File: config.mk
export PLATFORM = sky130hd
export DESIGN_NAME = sar_scan_ctrl
export DESIGN_NICKNAME = d
export VERILOG_FILES = /design/src/rtl/sar_scan_ctrl.sv
export SDC_FILE = /design/constraint.sdc
export NUM_CORES = 1
export LEC_CHECK = 0
export CORE_ASPECT_RATIO = 1.25
export CORE_MARGIN = 5
export CORE_UTILIZATION = 51
export DETAILED_ROUTE_END_ITERATION = 8
export GPL_TIMING_DRIVEN = 1
export HOLD_SLACK_MARGIN = 0.1
export PLACE_DENSITY = 0.81
export SYNTH_ARGS = -nofsm -noshare
export SYNTH_HDL_FRONTEND = slang
export SYNTH_SLANG_ARGS = --single-unit
File: constraint.sdc
create_clock -name CLK_IN -period 2.85 [get_ports CLK_IN]
set_input_delay 0.57 -clock CLK_IN [delete_from_list [all_inputs] [get_ports CLK_IN]]
set_output_delay 0.57 -clock CLK_IN [all_outputs]
set_load 0.1 [all_outputs]
File: src/rtl/sar_scan_ctrl.sv
// Successive-approximation sequencer: scans the enabled comparator channels,
// resolves one DAC bit per settle window and keeps a result register per channel.
module sar_scan_ctrl #(
  parameter int unsigned WIDTH     = 8,
  parameter int unsigned CHANNELS  = 3,
  parameter int unsigned SETTLE    = 2,
  parameter int unsigned SH_CYCLES = 2
) (
  input  logic                                               CLK_IN,
  input  logic                                               nRESET,
  input  logic                                               START,
  input  logic                                               CONT,
  input  logic [CHANNELS-1:0]                                CH_EN,
  input  logic [CHANNELS-1:0]                                COMP,
  output logic [WIDTH-1:0]                                   DAC_OUT,
  output logic                                               SH,
  output logic [((CHANNELS > 1) ? $clog2(CHANNELS) : 1)-1:0] CH_SEL,
  output logic                                               BUSY,
  output logic [CHANNELS*WIDTH-1:0]                          RESULTS,
  output logic [CHANNELS-1:0]                                CH_VALID,
  output logic                                               DONE
);

  localparam int unsigned CH_W    = (CHANNELS > 1) ? $clog2(CHANNELS) : 1;
  localparam int unsigned BIT_W   = $clog2(WIDTH);
  localparam int unsigned CNT_MAX = (SH_CYCLES > SETTLE) ? SH_CYCLES : SETTLE;
  localparam int unsigned CNT_W   = $clog2(CNT_MAX + 1);

  typedef enum logic [1:0] {
    S_IDLE,
    S_SAMPLE,
    S_TRIAL,
    S_STORE
  } state_e;

  state_e                    state_q, state_d;
  logic [CHANNELS-1:0]       mask_q, mask_d;
  logic [CH_W-1:0]           ch_q, ch_d;
  logic [WIDTH-1:0]          dac_q, dac_d;
  logic [BIT_W-1:0]          bit_q, bit_d;
  logic [CNT_W-1:0]          cnt_q, cnt_d;
  logic [CHANNELS*WIDTH-1:0] res_q, res_d;
  logic [CHANNELS-1:0]       vld_q, vld_d;

  logic                      start_any, next_any, comp_sel;
  logic [CH_W-1:0]           start_ch, next_ch;
  logic [WIDTH-1:0]          bit_mask, decided;

  assign bit_mask = WIDTH'(1) << bit_q;

  // Lowest enabled channel of the live mask (scan start) and next higher
  // channel of the latched mask (channel advance); descending loops let the
  // lowest match win.
  always_comb begin
    start_any = 1'b0;
    start_ch  = '0;
    next_any  = 1'b0;
    next_ch   = '0;
    comp_sel  = 1'b0;
    for (int unsigned i = CHANNELS; i > 0; i--) begin
      if (CH_EN[i-1]) begin
        start_any = 1'b1;
        start_ch  = CH_W'(i - 1);
      end
      if (mask_q[i-1] && (CH_W'(i - 1) > ch_q)) begin
        next_any = 1'b1;
        next_ch  = CH_W'(i - 1);
      end
    end
    for (int unsigned i = 0; i < CHANNELS; i++) begin
      if (CH_W'(i) == ch_q) comp_sel = COMP[i];
    end
  end

  always_ff @(posedge CLK_IN or negedge nRESET) begin
    if (!nRESET) begin
      state_q <= S_IDLE;
      mask_q  <= '0;
      ch_q    <= '0;
      dac_q   <= '0;
      bit_q   <= '0;
      cnt_q   <= '0;
      res_q   <= '0;
      vld_q   <= '0;
    end else begin
      state_q <= state_d;
      mask_q  <= mask_d;
      ch_q    <= ch_d;
      dac_q   <= dac_d;
      bit_q   <= bit_d;
      cnt_q   <= cnt_d;
      res_q   <= res_d;
      vld_q   <= vld_d;
    end
  end

  always_comb begin
    state_d = state_q;
    mask_d  = mask_q;
    ch_d    = ch_q;
    dac_d   = dac_q;
    bit_d   = bit_q;
    cnt_d   = cnt_q;
    res_d   = res_q;
    vld_d   = vld_q;
    decided = comp_sel ? dac_q : (dac_q & ~bit_mask);
    case (state_q)
      S_IDLE: begin
        if (START && start_any) begin
          mask_d  = CH_EN;
          ch_d    = start_ch;
          cnt_d   = '0;
          state_d = S_SAMPLE;
        end
      end
      S_SAMPLE: begin
        if (cnt_q == CNT_W'(SH_CYCLES - 1)) begin
          cnt_d   = '0;
          dac_d   = {1'b1, {(WIDTH-1){1'b0}}};
          bit_d   = BIT_W'(WIDTH - 1);
          state_d = S_TRIAL;
        end else begin
          cnt_d = cnt_q + 1'b1;
        end
      end
      S_TRIAL: begin
        if (cnt_q == CNT_W'(SETTLE - 1)) begin
          cnt_d = '0;
          if (bit_q == '0) begin
            dac_d   = decided;
            state_d = S_STORE;
          end else begin
            dac_d = decided | (bit_mask >> 1);
            bit_d = bit_q - 1'b1;
          end
        end else begin
          cnt_d = cnt_q + 1'b1;
        end
      end
      S_STORE: begin
        for (int unsigned i = 0; i < CHANNELS; i++) begin
          if (CH_W'(i) == ch_q) begin
            res_d[i*WIDTH +: WIDTH] = dac_q;
            vld_d[i]                = 1'b1;
          end
        end
        cnt_d = '0;
        if (next_any) begin
          ch_d    = next_ch;
          state_d = S_SAMPLE;
        end else if (CONT && start_any) begin
          mask_d  = CH_EN;
          ch_d    = start_ch;
          state_d = S_SAMPLE;
        end else begin
          state_d = S_IDLE;
        end
      end
      default: state_d = S_IDLE;
    endcase
  end

  always_comb begin
    DAC_OUT  = ((state_q == S_TRIAL) || (state_q == S_STORE)) ? dac_q : '0;
    SH       = (state_q == S_SAMPLE);
    BUSY     = (state_q != S_IDLE);
    DONE     = (state_q == S_STORE) && !next_any;
    CH_SEL   = ch_q;
    RESULTS  = res_q;
    CH_VALID = vld_q;
  end

endmodule

==> reports/qor.txt <==
Via density - 5.31
Post-CTS Setup Bufs - 0
Yosys warning count - 0
Final WL - 4.33 mm
CTS Hold Buffers Added - 0
Max Buffers Root-to-Sink - 2
Worst min-delay path class - input pin to async pin
CTS root buf - clkbuf_8
Post-synth EDFFs - 0
Dominant cells by area after synthesis - dfrtp_1 52%, mux2_2 9.1%, ha_1 5.6%
Antenna Violating Nets Remaining - 0
Drt pass-1 iters - 4
Fmax - 0.389 GHz
Cell Rows - 26
Global placement routability congestion - 0.914
Mapped Area - 2220 um2
Post-synthesis async set-or-reset flop share - 1.00
GRT overflow - 0
Starting density of the core - 0.533
Vias - 1598
Final Setup Violations - 0
Clock transition at path regs - 80 ps
TritonCTS Sinks - 46
First DRT Iteration DRCs - 71
Drc violations - 0
CP endpoint kind - output pin
Startpoint types - register
Register area share after synthesis - 0.519
Clock latency on the worst-skew pair - 290 ps
Share of layout cells above drive strength 1 - 0.302
Diode count - 0
Kind of critical path - register to output pin
Top FF cell, synth - dfrtp_1
Commonest non-fill, non-tap cell in the layout - dfrtp_1
Slew HR - 0.323
Post-synth top area cell - dfrtp_1
Vias in the first global route - 1521
Crit-path max FO - 11
Syn_nets - 211
Core area - 4160 um2
Critical Path AT - 2000 ps
Post-DP Area - 2740 um2
Routed wire per std cell - 14.4 um
Syn avg cell area - 11.6 um2
Status - completed
Worst-margin pin slew - 1020 ps
Reg2Reg Depth - 5
I/O Pins - 50
Final Skew - 6.04 ps
Pins over their slew limit - 0
CTS tree - yes
Die ar. - 5780 um2
Final Instance Area - 2830 um2
Synth Register Bits - 46
First-pass GRT wire length - 7.25 mm
Commonest non-fill, non-tap cells in the layout - 46 x dfrtp_1, 35 x buf_4, 22 x nand2_1
Post-CTS Resized - 0
Global Route Usage Sum - 0.163
Endpoints failing hold - 0
Final worst-path cycle share - 0.901
Worst EP required - 2280 ps
Initial antenna violation count - 0
Layout Nets - 264
RSZ-0062 raised after global routing - no
CTS Buf Count - 5
Largest net degree at the start of global routing - 47
Distinct cells, synth - 42
DP HPWL - 3.24 mm
I/O Buffers - 49
Synth top area share - 0.519
Tmin final - 2570 ps
H-tree depth - 2
Die width - 69.0 um
Max-cap violations - 0
Layout area overhead - 27.7%
Post-Synthesis Cells - 191
Die Y - 83.7 um
final timing paths:
path / startpoint / end / slack (ps)
max: state_q[0]$_DFFE_PN0P_ / DAC_OUT[0] / 280
min: nRESET / mask_q[1]$_DFFE_PN0P_ / 440
max reg2reg: state_q[1]$_DFFE_PN0P_ / CH_SEL[1]$_DFFE_PN0P_ / 880
min reg2reg: CH_VALID[1]$_DFFE_PN0P_ / CH_VALID[1]$_DFFE_PN0P_ / 470
max in group asynchronous: nRESET / RESULTS[20]$_DFFE_PN0P_ / 1770
min in group CLK_IN: CH_VALID[1]$_DFFE_PN0P_ / CH_VALID[1]$_DFFE_PN0P_ / 470
logic make-up (layout without fill, tap and decap cells):
family          after synthesis  in the layout  synth area share
compound gates               28             28            0.0948
fa+ha+maj                    10             10            0.0564
buf+inv                      11             65            0.0197
flops                        46             46             0.519
mux                          31             31             0.158
simple gates                 65             65             0.152
synth_stat cells, drive strengths merged, types with 3 or more instances:
cell and count:
o211ai 3, nand2b 5, dfrtp 46, nor2b 12, a21oi 4, mux2 29, o21ai 6, inv 7
nor2 9, nand3 3, nand2 22, ha 10
flip-flops by register name (all words and copies together) (netlist names):
name,cells
RESULTS,24
dac_q,8
CH_VALID,3
bit_q,3
CH_SEL,2
cnt_q,2
mask_q,2
state_q,2
per-layer routing:
| layer | track usage | share of wire | wire, um |
|---|---|---|---|
| met1 | 0.213 | 0.44 | 1890 |
| met2 | 0.259 | 0.50 | 2180 |
| met3 | 0.0310 | 0.042 | 181 |
| met4 | 0.0691 | 0.018 | 76 |
| met5 | 0 | 0 | 0 |
worst max-delay path, stage by stage, from the launching register on:
cell and delay (ps):
dfrtp_1 420, inv_1 130, ha_1 380, nor2_1 160, buf_4 180, nor2b_1 220, buf_12 210
layout make-up:
cell class	instances	area, um2
clock buffer	6	82.6
clock inverter	2	12.5
fill	356	1330
inverter	7	26.3
multi-input combinational	134	1020
sequential	46	1150
tap	56	70.1
timing repair buffer	50	468
per-stage QoR:
stage	hold slack (ps)	cells	setup TNS [ps]	worst slack, ps	util
2_1_floorplan	274	191	-157	-19.6	-
3_3_place_gp	452	293	0	627	0.658
3_5_place_dp	458	293	0	581	0.658
4_1_cts	472	301	0	254	0.681
5_1_grt	491	301	0	101	0.681
6_report	444	301	0	282	0.681
Power is not shown: default switching activity piles up to over one toggle a cycle in this logic, so the estimate is an artifact.
